--- config.mk ---
export PLATFORM = sky130hd
export DESIGN_NAME = mdu_unit
export DESIGN_NICKNAME = d
export VERILOG_FILES = /design/src/rtl/mdu_unit.sv
export SDC_FILE = /design/constraint.sdc
export NUM_CORES = 1
export LEC_CHECK = 0
export ABC_CLOCK_PERIOD_IN_PS = 3310
export BUFFER_PORTS_ARGS = -buffer_cell sky130_fd_sc_hd__buf_2
export CAP_MARGIN = 10
export CORE_MARGIN = 2
export CORE_UTILIZATION = 45
export CTS_BUF_LIST = sky130_fd_sc_hd__clkbuf_2 sky130_fd_sc_hd__clkbuf_4 sky130_fd_sc_hd__clkbuf_8
export DETAILED_ROUTE_END_ITERATION = 16
export PLACE_DENSITY_LB_ADDON = 0.3
export SYNTH_ARGS = -nofsm -noshare
export SYNTH_HDL_FRONTEND = slang
export SYNTH_SLANG_ARGS = --single-unit
--- constraint.sdc ---
create_clock -name clk -period 3.31 [get_ports clk]
set_input_delay 0.331 -clock clk [delete_from_list [all_inputs] [get_ports clk]]
set_output_delay 0.331 -clock clk [all_outputs]
set_load 0.03 [all_outputs]
--- src/rtl/mdu_unit.sv ---
// mdu_unit: iterative radix-2 multiply/divide unit with start/busy/done handshake.
// Produces a 2*WIDTH-bit HI/LO result; one step per cycle over WIDTH cycles.
// Optional feature macro: MDU_DIV_EN (when undefined the divider datapath is
// omitted and divide ops complete in one cycle with err=1, hi/lo unchanged).
module mdu_unit #(
  parameter int WIDTH = 32
) (
  input  logic             clk,
  input  logic             rst_n,
  input  logic             start,
  input  logic [1:0]       op,
  input  logic [WIDTH-1:0] opA,
  input  logic [WIDTH-1:0] opB,
  output logic             busy,
  output logic             done,
  output logic [WIDTH-1:0] hi,
  output logic [WIDTH-1:0] lo,
  output logic             err
);

  localparam int CNT_W = $clog2(WIDTH);
  localparam logic [CNT_W-1:0] CNT_LAST = CNT_W'(WIDTH - 1);

  typedef enum logic [1:0] {S_IDLE, S_CALC, S_SIGN, S_DONE} state_t;

  // Magnitude of an operand; unsigned ops pass the raw bits through.
  function automatic logic [WIDTH-1:0] magnitude(input logic [WIDTH-1:0] v,
                                                 input logic signed_op);
    magnitude = (signed_op && v[WIDTH-1]) ? (~v + 1'b1) : v;
  endfunction

  state_t               state_q;
  logic [CNT_W-1:0]     cnt_q;
  logic [WIDTH-1:0]     a_q;
  logic [2*WIDTH-1:0]   acc_q;
  logic                 neg_lo_q;
  logic                 busy_q;
  logic                 done_q;
  logic                 err_q;
  logic [WIDTH-1:0]     hi_q;
  logic [WIDTH-1:0]     lo_q;

  logic                 sign_a_d;
  logic                 sign_b_d;
  logic [WIDTH-1:0]     mag_a_d;
  logic [WIDTH-1:0]     mag_b_d;
  logic [WIDTH:0]       mul_sum_d;
  logic [2*WIDTH-1:0]   acc_d;
  logic [2*WIDTH-1:0]   prod_d;
  logic [WIDTH-1:0]     res_hi_d;
  logic [WIDTH-1:0]     res_lo_d;

`ifdef MDU_DIV_EN
  logic [WIDTH-1:0]     b_q;
  logic [WIDTH-1:0]     rem_q;
  logic                 is_div_q;
  logic                 neg_hi_q;
  logic [WIDTH:0]       rem_sh_d;
  logic [WIDTH:0]       diff_d;
  logic                 ge_d;
  logic [WIDTH-1:0]     rem_d;
`endif

  assign busy = busy_q;
  assign done = done_q;
  assign err  = err_q;
  assign hi   = hi_q;
  assign lo   = lo_q;

  // Operand conditioning, one iteration step and final sign fix-up.
  always_comb begin
    sign_a_d  = ~op[0] & opA[WIDTH-1];
    sign_b_d  = ~op[0] & opB[WIDTH-1];
    mag_a_d   = magnitude(opA, ~op[0]);
    mag_b_d   = magnitude(opB, ~op[0]);

    // Multiply: add multiplicand into the upper half when the multiplier LSB
    // is set, then shift the whole accumulator right by one.
    mul_sum_d = {1'b0, acc_q[2*WIDTH-1:WIDTH]} +
                ({1'b0, a_q} & {(WIDTH+1){acc_q[0]}});
    acc_d     = {mul_sum_d, acc_q[WIDTH-1:1]};

    prod_d    = neg_lo_q ? (~acc_q + 1'b1) : acc_q;
    res_hi_d  = prod_d[2*WIDTH-1:WIDTH];
    res_lo_d  = prod_d[WIDTH-1:0];

`ifdef MDU_DIV_EN
    // Divide: the dividend shifts out of acc_q[WIDTH-1:0] MSB-first while
    // quotient bits shift in at the bottom (restoring algorithm).
    rem_sh_d  = {rem_q, acc_q[WIDTH-1]};
    diff_d    = rem_sh_d - {1'b0, b_q};
    ge_d      = ~diff_d[WIDTH];
    rem_d     = ge_d ? diff_d[WIDTH-1:0] : rem_sh_d[WIDTH-1:0];
    if (is_div_q) begin
      acc_d    = {acc_q[2*WIDTH-1:WIDTH], acc_q[WIDTH-2:0], ge_d};
      res_lo_d = neg_lo_q ? (~acc_q[WIDTH-1:0] + 1'b1) : acc_q[WIDTH-1:0];
      res_hi_d = neg_hi_q ? (~rem_q + 1'b1) : rem_q;
    end
`endif
  end

  // Control FSM with registered handshake outputs and result registers.
  always_ff @(posedge clk or negedge rst_n) begin
    if (!rst_n) begin
      state_q  <= S_IDLE;
      cnt_q    <= '0;
      a_q      <= '0;
      acc_q    <= '0;
      neg_lo_q <= 1'b0;
      busy_q   <= 1'b0;
      done_q   <= 1'b0;
      err_q    <= 1'b0;
      hi_q     <= '0;
      lo_q     <= '0;
`ifdef MDU_DIV_EN
      b_q      <= '0;
      rem_q    <= '0;
      is_div_q <= 1'b0;
      neg_hi_q <= 1'b0;
`endif
    end else begin
      case (state_q)
        S_IDLE, S_DONE: begin
          done_q  <= 1'b0;
          state_q <= S_IDLE;
          if (start) begin
            cnt_q <= '0;
            err_q <= 1'b0;
`ifdef MDU_DIV_EN
            if (op[1] && (opB == '0)) begin
              // Divide by zero finishes immediately without entering CALC.
              err_q   <= 1'b1;
              hi_q    <= opA;
              lo_q    <= '1;
              done_q  <= 1'b1;
              state_q <= S_DONE;
            end else begin
              a_q      <= mag_a_d;
              b_q      <= mag_b_d;
              acc_q    <= {{WIDTH{1'b0}}, (op[1] ? mag_a_d : mag_b_d)};
              rem_q    <= '0;
              is_div_q <= op[1];
              neg_lo_q <= sign_a_d ^ sign_b_d;
              neg_hi_q <= sign_a_d;
              busy_q   <= 1'b1;
              state_q  <= S_CALC;
            end
`else
            if (op[1]) begin
              // No divider: flag the op and leave hi/lo untouched.
              err_q   <= 1'b1;
              done_q  <= 1'b1;
              state_q <= S_DONE;
            end else begin
              a_q      <= mag_a_d;
              acc_q    <= {{WIDTH{1'b0}}, mag_b_d};
              neg_lo_q <= sign_a_d ^ sign_b_d;
              busy_q   <= 1'b1;
              state_q  <= S_CALC;
            end
`endif
          end
        end
        S_CALC: begin
          acc_q <= acc_d;
`ifdef MDU_DIV_EN
          if (is_div_q) rem_q <= rem_d;
`endif
          cnt_q <= cnt_q + CNT_W'(1);
          if (cnt_q == CNT_LAST) state_q <= S_SIGN;
        end
        S_SIGN: begin
          hi_q    <= res_hi_d;
          lo_q    <= res_lo_d;
          busy_q  <= 1'b0;
          done_q  <= 1'b1;
          state_q <= S_DONE;
        end
        default: begin
          state_q <= S_IDLE;
          busy_q  <= 1'b0;
          done_q  <= 1'b0;
        end
      endcase
    end
  end

endmodule

==> impl_results.md, run 1 <==
* CTS Sinks at 171
* Worst path cell trace: buf_4, nand2_1, fa_1, nor2b_1, o211ai_1, a21bo_2, a31oi_1, nor3_1, or4_1, a21oi_1
* Fin. Hold Viols at 0
* Finished Core Util at 51.7%
* Die Ht at 162 um
* Share of cells above drive strength 1 at 14.8%
* Syn Nets at 1,464
* Maximum VDD drop at 632 uV
* Crit path kind: reg2reg
* Hold slack at 0.144 ns
* GRT Overall Usage at 22.6%
* Buf/Inv on CP at 1
* Root Driver: clkbuf_8
* Clock-pin slew on the worst setup and hold paths at 0.09 ns
* Dpl ws at 0.266 ns
* Status: finished clean
* Port bufs at 135
* Post-synth ARST share at 100%
* Crit path largest cell delay at 0.49 ns
* Clock Skews at 0.0184 ns
* Top_reg_cell synth: dfrtp_1
* Placeable Area at 0.0245 mm2
* Post-Synth Simple-Gate Area at 19.9%
* Starting DRC count in detailed routing at 779
* RSZ-0062 raised after global routing: false
* Chip width at 162 um
* CP Max Fanout at 32
* TritonCTS clock tree: built
* Post-synthesis sequential area ratio at 37.9%
* Layout Nets at 1,564
* Drt drc at 0
* Worst rel slew slack at 27.9%
* Antenna-violating nets left at 0
* Total gr overflow at 0
* RePlAce Congestion at 0.942
* CTS Buf Count at 17
* Post-synthesis compound-gate area fraction at 21.9%
* Final setup fails at 0
* Largest net degree at the start of global routing at 106
* DR WL/cell at 16.3 um
* H-Tree Depth at 4
* Adder-cell share of the synthesized area at 4.61%
* PwrDens at 896 mW/mm2
* Post-synth EDFFs at 0
* Placed cell area at 0.0123 mm2
* Initial antenna violation count at 0
* Slew Limit Fails at 0
* Number of library cell types mapped by synthesis at 73
* Mapped cell area at 0.0113 mm2
* CTS resizes at 0
* Least-Margin Pin Slew at 1.08 ns
* Largest family of logic cells by synthesized area: compound AO/OA/AOI/OAI gates
* Setup TNS at 0 ns
* CP Launch Type: flop
* First-pass detailed-route iteration total at 5
* Avg Inst Size Synth at 8.34 um2
* Part of the cycle the worst path needs at 92.6%
* Max-cap violations at 0
* Io pins at 136
* Initial Utilization at 46.2%
* Number of global-route vias before repair at 9,061
* Bufs on Longest Clock Path at 2
* Synth Register Bits at 171
* Kind of end point of the critical path: flop
* Post-CTS setup buffer count at 0
* # rows at 57
* Via count at 9,933
* # diodes at 0
* WP data arrival at 3.47 ns
* Clk_lat worst skew at 0.48 ns
* Critical path's top delay family: simple AND/OR/NAND/NOR gates
* P&R area growth vs syn at 11.9%
* First-pass GRT wire length at 47,900 um
* Mux contribution to synthesized area at 0.643%
* Drt total wl at 29,300 um
* CP max stage cell: or4_1
* Fin crit period at 3.06 ns
* Worst hold-check path type: in2reg
* Yosys warning total at 0
* FILL cells at 2,352
* DP Wirelength at 22,500 um
* Setup ws final at 0.246 ns
* Die area at 0.0264 mm2
* Mapped Cells at 1,354
* Vias/cell at 5.55
* Worst EP required at 3.72 ns
* Highest clock rate at 0.326 GHz
* Post-Synth XOR/XNOR Area at 11.2%
* Post-route cell area at 0.0126 mm2
* Leak pwr at 5.50 nW
path summary, 6_finish.rpt:
check	startpoint	end	slack, ns	cells after the start
hold / removal	op[1]	err$_DFFE_PN0P_	0.14	2
min in group asynchronous	rst_n	cnt_q[1]$_DFFE_PN0P_	0.46	2
setup / recovery	acc_q[0]$_DFFE_PN0P_	acc_q[63]$_DFFE_PN0P_	0.25	10
hold reg to reg	a_q[13]$_DFFE_PN0P_	a_q[13]$_DFFE_PN0P_	0.48	2
setup reg to reg	acc_q[0]$_DFFE_PN0P_	acc_q[63]$_DFFE_PN0P_	0.25	10
max in group asynchronous	rst_n	acc_q[44]$_DFFE_PN0P_	1.97	3
placed cells by master, fill, tap and decap left out, drive strengths merged, types with 15 or more instances in the layout:
cell and instances:
a21oi 154, a31oi 16, and2 34, buf 153
clkbuf 18, dfrtp 171, ha 40, inv 42
nand2 155, nand3 17, nor2 138, nor3 23
nor4 15, o21ai 156, o31ai 30, o41ai 15
or3 18, or4 15, xnor2 49, xor2 96
power breakdown:
| group | switching [mW] | internal [mW] | leakage (nW) |
|---|---|---|---|
| Sequential | 0.959 | 3.03 | 2.10 |
| Clock | 0.838 | 0.633 | 0.195 |
| Combinational | 3.80 | 2.06 | 3.20 |
through the flow:
step | power, mW | cells
finish | 11.3 | 1790
global route | 12.3 | 1790
CTS | 11.4 | 1790
detailed placement | 9.87 | 1758
global placement | 9.73 | 1758
floorplan | 8.15 | 1354
sequential cells by signal (all words and copies together) (netlist names):
| register | cells |
|---|---|
| a_q | 32 |
| busy | 1 |
| lo | 32 |
| err | 1 |
| hi | 32 |
| cnt_q | 5 |
| acc_q | 64 |
| neg_lo_q | 1 |
| done | 1 |
| state_q | 2 |
layout make-up:
cell class | count | area, um2 | area share, %
clock buffer | 18 | 248 | 1.96
clock inverter | 13 | 131 | 1.04
multi-input combinational | 1076 | 6600 | 52.2
tap | 324 | 405 | 3.21
timing repair buffer | 154 | 852 | 6.74
sequential | 171 | 4280 | 33.9
inverter | 34 | 128 | 1.01
synthesized netlist by cell type (9+ instances only):
master	number	area, um2
dfrtp_1	171	4280
a21oi_1	154	771
nand2_1	154	578
o21ai_0	154	771
nor2_1	138	518
xor2_1	96	841
clkbuf_1	66	248
xnor2_1	49	429
ha_1	40	500
and2_1	34	213
inv_1	34	128
o31ai_1	28	210
nor3_1	20	100
a31oi_1	16	100
or3_1	16	100
nand3_1	15	75.1
nand2b_1	12	75.1
or4_1	12	90.1
o41ai_1	11	96.3
nand4_1	10	62.6
nor4_1	9	56.3
layer usage:
| layer | part of all wire (%) | global-route usage (%) |
|---|---|---|
| met5 | 0 | 0 |
| met3 | 7.3 | 4.00 |
| met4 | 1.2 | 5.43 |
| met2 | 41 | 32.2 |
| met1 | 50 | 35.5 |
repair_timing:
action / 4_1_cts / 5_1_grt
endpoints found under the hold margin: 77 / 0
setup endpoints to repair: 0 / 0
hold buffers: 1 / 0
cell families after synthesis:
| kind of cell | Yosys count |
|---|---|
| compound gates | 424 |
| buf+inv | 107 |
| simple gates | 459 |
| flops | 171 |
| xor+xnor | 145 |
| mux | 7 |
| fa+ha+maj | 41 |
Note: power is estimated with default switching activity, not from simulation.
==> run 2, diff against run 1 <==
--- a/config.mk
+++ b/config.mk
@@ -13,6 +13,7 @@
 export CTS_BUF_LIST = sky130_fd_sc_hd__clkbuf_2 sky130_fd_sc_hd__clkbuf_4 sky130_fd_sc_hd__clkbuf_8
 export DETAILED_ROUTE_END_ITERATION = 16
 export PLACE_DENSITY_LB_ADDON = 0.3
+export RECOVER_POWER = 50
 export SYNTH_ARGS = -nofsm -noshare
 export SYNTH_HDL_FRONTEND = slang
 export SYNTH_SLANG_ARGS = --single-unit
==> run 2 against run 1 <==
Net effect: the flow now finishes with violations (max-capacitance violations, max-slew violations); non-clock buffer count did not move; via count fell by 0.26%; largest cell class unchanged; global-route usage did not move; critical endpoint unchanged; die area did not move; count of clock-buffer cells in the layout did not move; largest power group unchanged; combinational power fell by 2%; sequential power barely moved; first-iteration DRC count rose by 5.4%; worst setup slack got worse by 0.0050 ns; register-to-register slack barely moved; total power fell by 1.1%; critical path depth did not move.
==> impl_results.md, run 2 (synthesized netlist as in run 1, its figures left out) <==
* Clock-pin slew on the worst setup and hold paths at 0.09 ns (about the same)
* Slew Limit Fails at 81 (was 0)
* Worst hold-check path type: in2reg (unchanged)
* CP Max Fanout at 32 (unchanged)
* Part of the cycle the worst path needs at 92.7% (was 92.6%)
* Io pins at 136 (unchanged)
* Sw Ratio at 50.1% (was 49.5%)
* Fin crit period at 3.07 ns (was 3.06 ns)
* TritonCTS clock tree: built (unchanged)
* Share of cells above drive strength 1 at 10.6% (was 14.8%)
* Setup TNS at 0 ns (unchanged)
* Commonest non-fill, non-tap cells in the layout: 170 x dfrtp_1, 154 x nand2_1, 154 x a21oi_1 (unchanged)
* Placeable Area at 0.0245 mm2 (unchanged)
* Least-Margin Pin Slew at 2.09 ns (was 1.08 ns)
* Max reg flops at 64 (unchanged)
* Max-cap violations at 1 (was 0)
* Failing checks: max-capacitance violations, max-slew violations
* Internal power at 5.59 mW (was 5.72 mW)
* # rows at 57 (unchanged)
* DR WL/cell at 16.4 um (was 16.3 um)
* First-pass detailed-route iteration total at 5 (unchanged)
* Chip width at 162 um (unchanged)
* Worst EP required at 3.72 ns (about the same)
* Crit path kind: reg2reg (unchanged)
* Starting DRC count in detailed routing at 821 (was 779)
* Max Used Layer: met4 (unchanged)
* DRT met1 WL at 15,000 um (was 14,800 um)
* Antenna-violating nets left at 0 (unchanged)
* Maximum VDD drop at 628 uV (was 632 uV)
* Worst path cell trace: buf_4, and2_1, ha_1, nand4_1, nor3_1, o21ai_0, a31oi_1, nor3_1, or4_1, a21oi_1 (was buf_4, nand2_1, fa_1, nor2b_1, o211ai_1, a21bo_2, a31oi_1, nor3_1, or4_1, a21oi_1)
* Post-CTS setup buffer count at 0 (unchanged)
* CTS Buf Count at 17 (unchanged)
* Finished Core Util at 51.2% (was 51.7%)
* Worst rel slew slack at -39.3% (was 27.9%)
* Total gr overflow at 0 (unchanged)
* Initial Utilization at 46.2% (unchanged)
* Clock Skews at 0.0163 ns (was 0.0184 ns)
* Leak pwr at 5.33 nW (was 5.50 nW)
* Vias/cell at 5.53 (was 5.55)
* NetSw at 5.61 mW (was 5.60 mW)
* Hold buffer count at cts at 1 (unchanged)
* CP Launch Type: flop (unchanged)
* Largest net degree at the start of global routing at 106 (unchanged)
* Drt total wl at 29,400 um (was 29,300 um)
* # diodes at 0 (unchanged)
* Final setup fails at 0 (unchanged)
* First-pass GRT wire length at 47,900 um (unchanged)
* Number of global-route vias before repair at 9,061 (unchanged)
* DP Wirelength at 22,500 um (unchanged)
* FF-to-FF path depth at 10 (unchanged)
* Crit path largest cell delay at 0.49 ns (about the same)
* Reg-to-reg startpoint: acc_q[0]$_DFFE_PN0P_ (unchanged)
* RSZ-0062 raised after global routing: false (unchanged)
* WP data arrival at 3.48 ns (was 3.47 ns)
* Port bufs at 135 (unchanged)
* Crit-path most repeated cell: nor3_1
* End of the worst register-to-register path: acc_q[63]$_DFFE_PN0P_ (unchanged)
* Critical path depth at 10 (unchanged)
* Clk_lat worst skew at 0.48 ns (about the same)
* PwrDens at 894 mW/mm2 (was 896 mW/mm2)
* RePlAce Congestion at 0.942 (unchanged)
* Die Ht at 162 um (unchanged)
* Critical path's top delay family: simple AND/OR/NAND/NOR gates (unchanged)
* Buf/Inv on CP at 1 (unchanged)
* FF-to-FF setup slack at 0.24 ns (was 0.25 ns)
* Initial antenna violation count at 0 (unchanged)
* GRT Overall Usage at 22.6% (unchanged)
* Root Driver: clkbuf_8 (unchanged)
* Setup crit end: acc_q[63]$_DFFE_PN0P_ (unchanged)
* Highest clock rate at 0.326 GHz (about the same)
* H-Tree Depth at 4 (unchanged)
* Kind of end point of the critical path: flop (unchanged)
* Combinational share of power at 51.2% (was 51.8%)
* Die area at 0.0264 mm2 (unchanged)
* CTS resizes at 0 (unchanged)
* Hold slack at 0.141 ns (was 0.144 ns)
* Metal2 WL at 12,000 um (about the same)
* Bufs on Longest Clock Path at 2 (unchanged)
* CTS Sinks at 171 (unchanged)
* Fin. Hold Viols at 0 (unchanged)
* P&R area growth vs syn at 10.9% (was 11.9%)
* Seq pwr share at 35.7% (was 35.2%)
* Via count at 9,907 (was 9,933)
* DR WL met3 at 2000 um (was 2140 um)
* Most common cell after layout, fill and taps aside: dfrtp_1 (unchanged)
* CP max stage cell: or4_1 (unchanged)
* Status: complete, but fails checks (was finished clean)
* CP Launch Point: acc_q[0]$_DFFE_PN0P_ (unchanged)
* Layout Nets at 1,564 (unchanged)
* Largest Register: acc_q (unchanged)
* Drt drc at 0 (unchanged)
* Clock network fraction of total power at 13.1% (was 13.0%)
run 2: metal layers:
metal	GRT usage, %	vias to the layer above
li1	-	4986
met3	4.00	31
met2	32.2	281
met4	5.43	0
met5	0	-
met1	35.5	4609
run 2: worst min-delay path by stage:
stage                     start                    to  slack [ns]  cells past startpoint
after floorplan           rst_n    a_q[0]$_DFFE_PN0P_        0.04                      0
after global placement    rst_n  cnt_q[0]$_DFFE_PN0P_        0.43                      1
after detailed placement  rst_n  cnt_q[1]$_DFFE_PN0P_        0.44                      1
after CTS                 op[1]       err$_DFFE_PN0P_        0.12                      2
after global routing      op[1]       err$_DFFE_PN0P_        0.15                      2
final                     op[1]       err$_DFFE_PN0P_        0.14                      2
run 2: cell type report:
class                      count  area [um2]
fill                        2388       11900
multi-input combinational   1076        6580
sequential                   171        4280
timing repair buffer         154         754
tap                          324         405
clock buffer                  18         248
clock inverter                13         131
inverter                      34         128
run 2: worst reg2reg max path, cell delays in order, from the launching register on:
cell     delay, ns
dfrtp_1       0.45
buf_4         0.24
and2_1        0.19
ha_1          0.41
nand4_1       0.21
nor3_1        0.30
o21ai_0       0.12
a31oi_1       0.32
nor3_1        0.13
or4_1         0.49
a21oi_1       0.15
run 2: power groups by stage:
| stage | registers, mW | clock network [mW] | logic, mW |
|---|---|---|---|
| 2_1_floorplan | 4.48 | 0 | 3.67 |
| 3_3_place_gp | 3.99 | 0 | 5.75 |
| 3_5_place_dp | 4.02 | 0 | 5.85 |
| 4_1_cts | 3.97 | 1.52 | 5.87 |
| 5_1_grt | 4.15 | 1.59 | 6.41 |
| 6_report | 4.00 | 1.47 | 5.73 |
run 2: per-stage QoR:
stage / cells / cell area [um2] / total power [mW] / setup WS (ns)
floorplan: 1354 / 11300 / 8.15 / 0.318
global placement: 1758 / 12300 / 9.73 / 0.348
detailed placement: 1758 / 12300 / 9.87 / 0.266
CTS: 1790 / 12600 / 11.4 / 0.240
global route: 1790 / 12500 / 12.1 / 0.0146
finish: 1790 / 12500 / 11.2 / 0.241
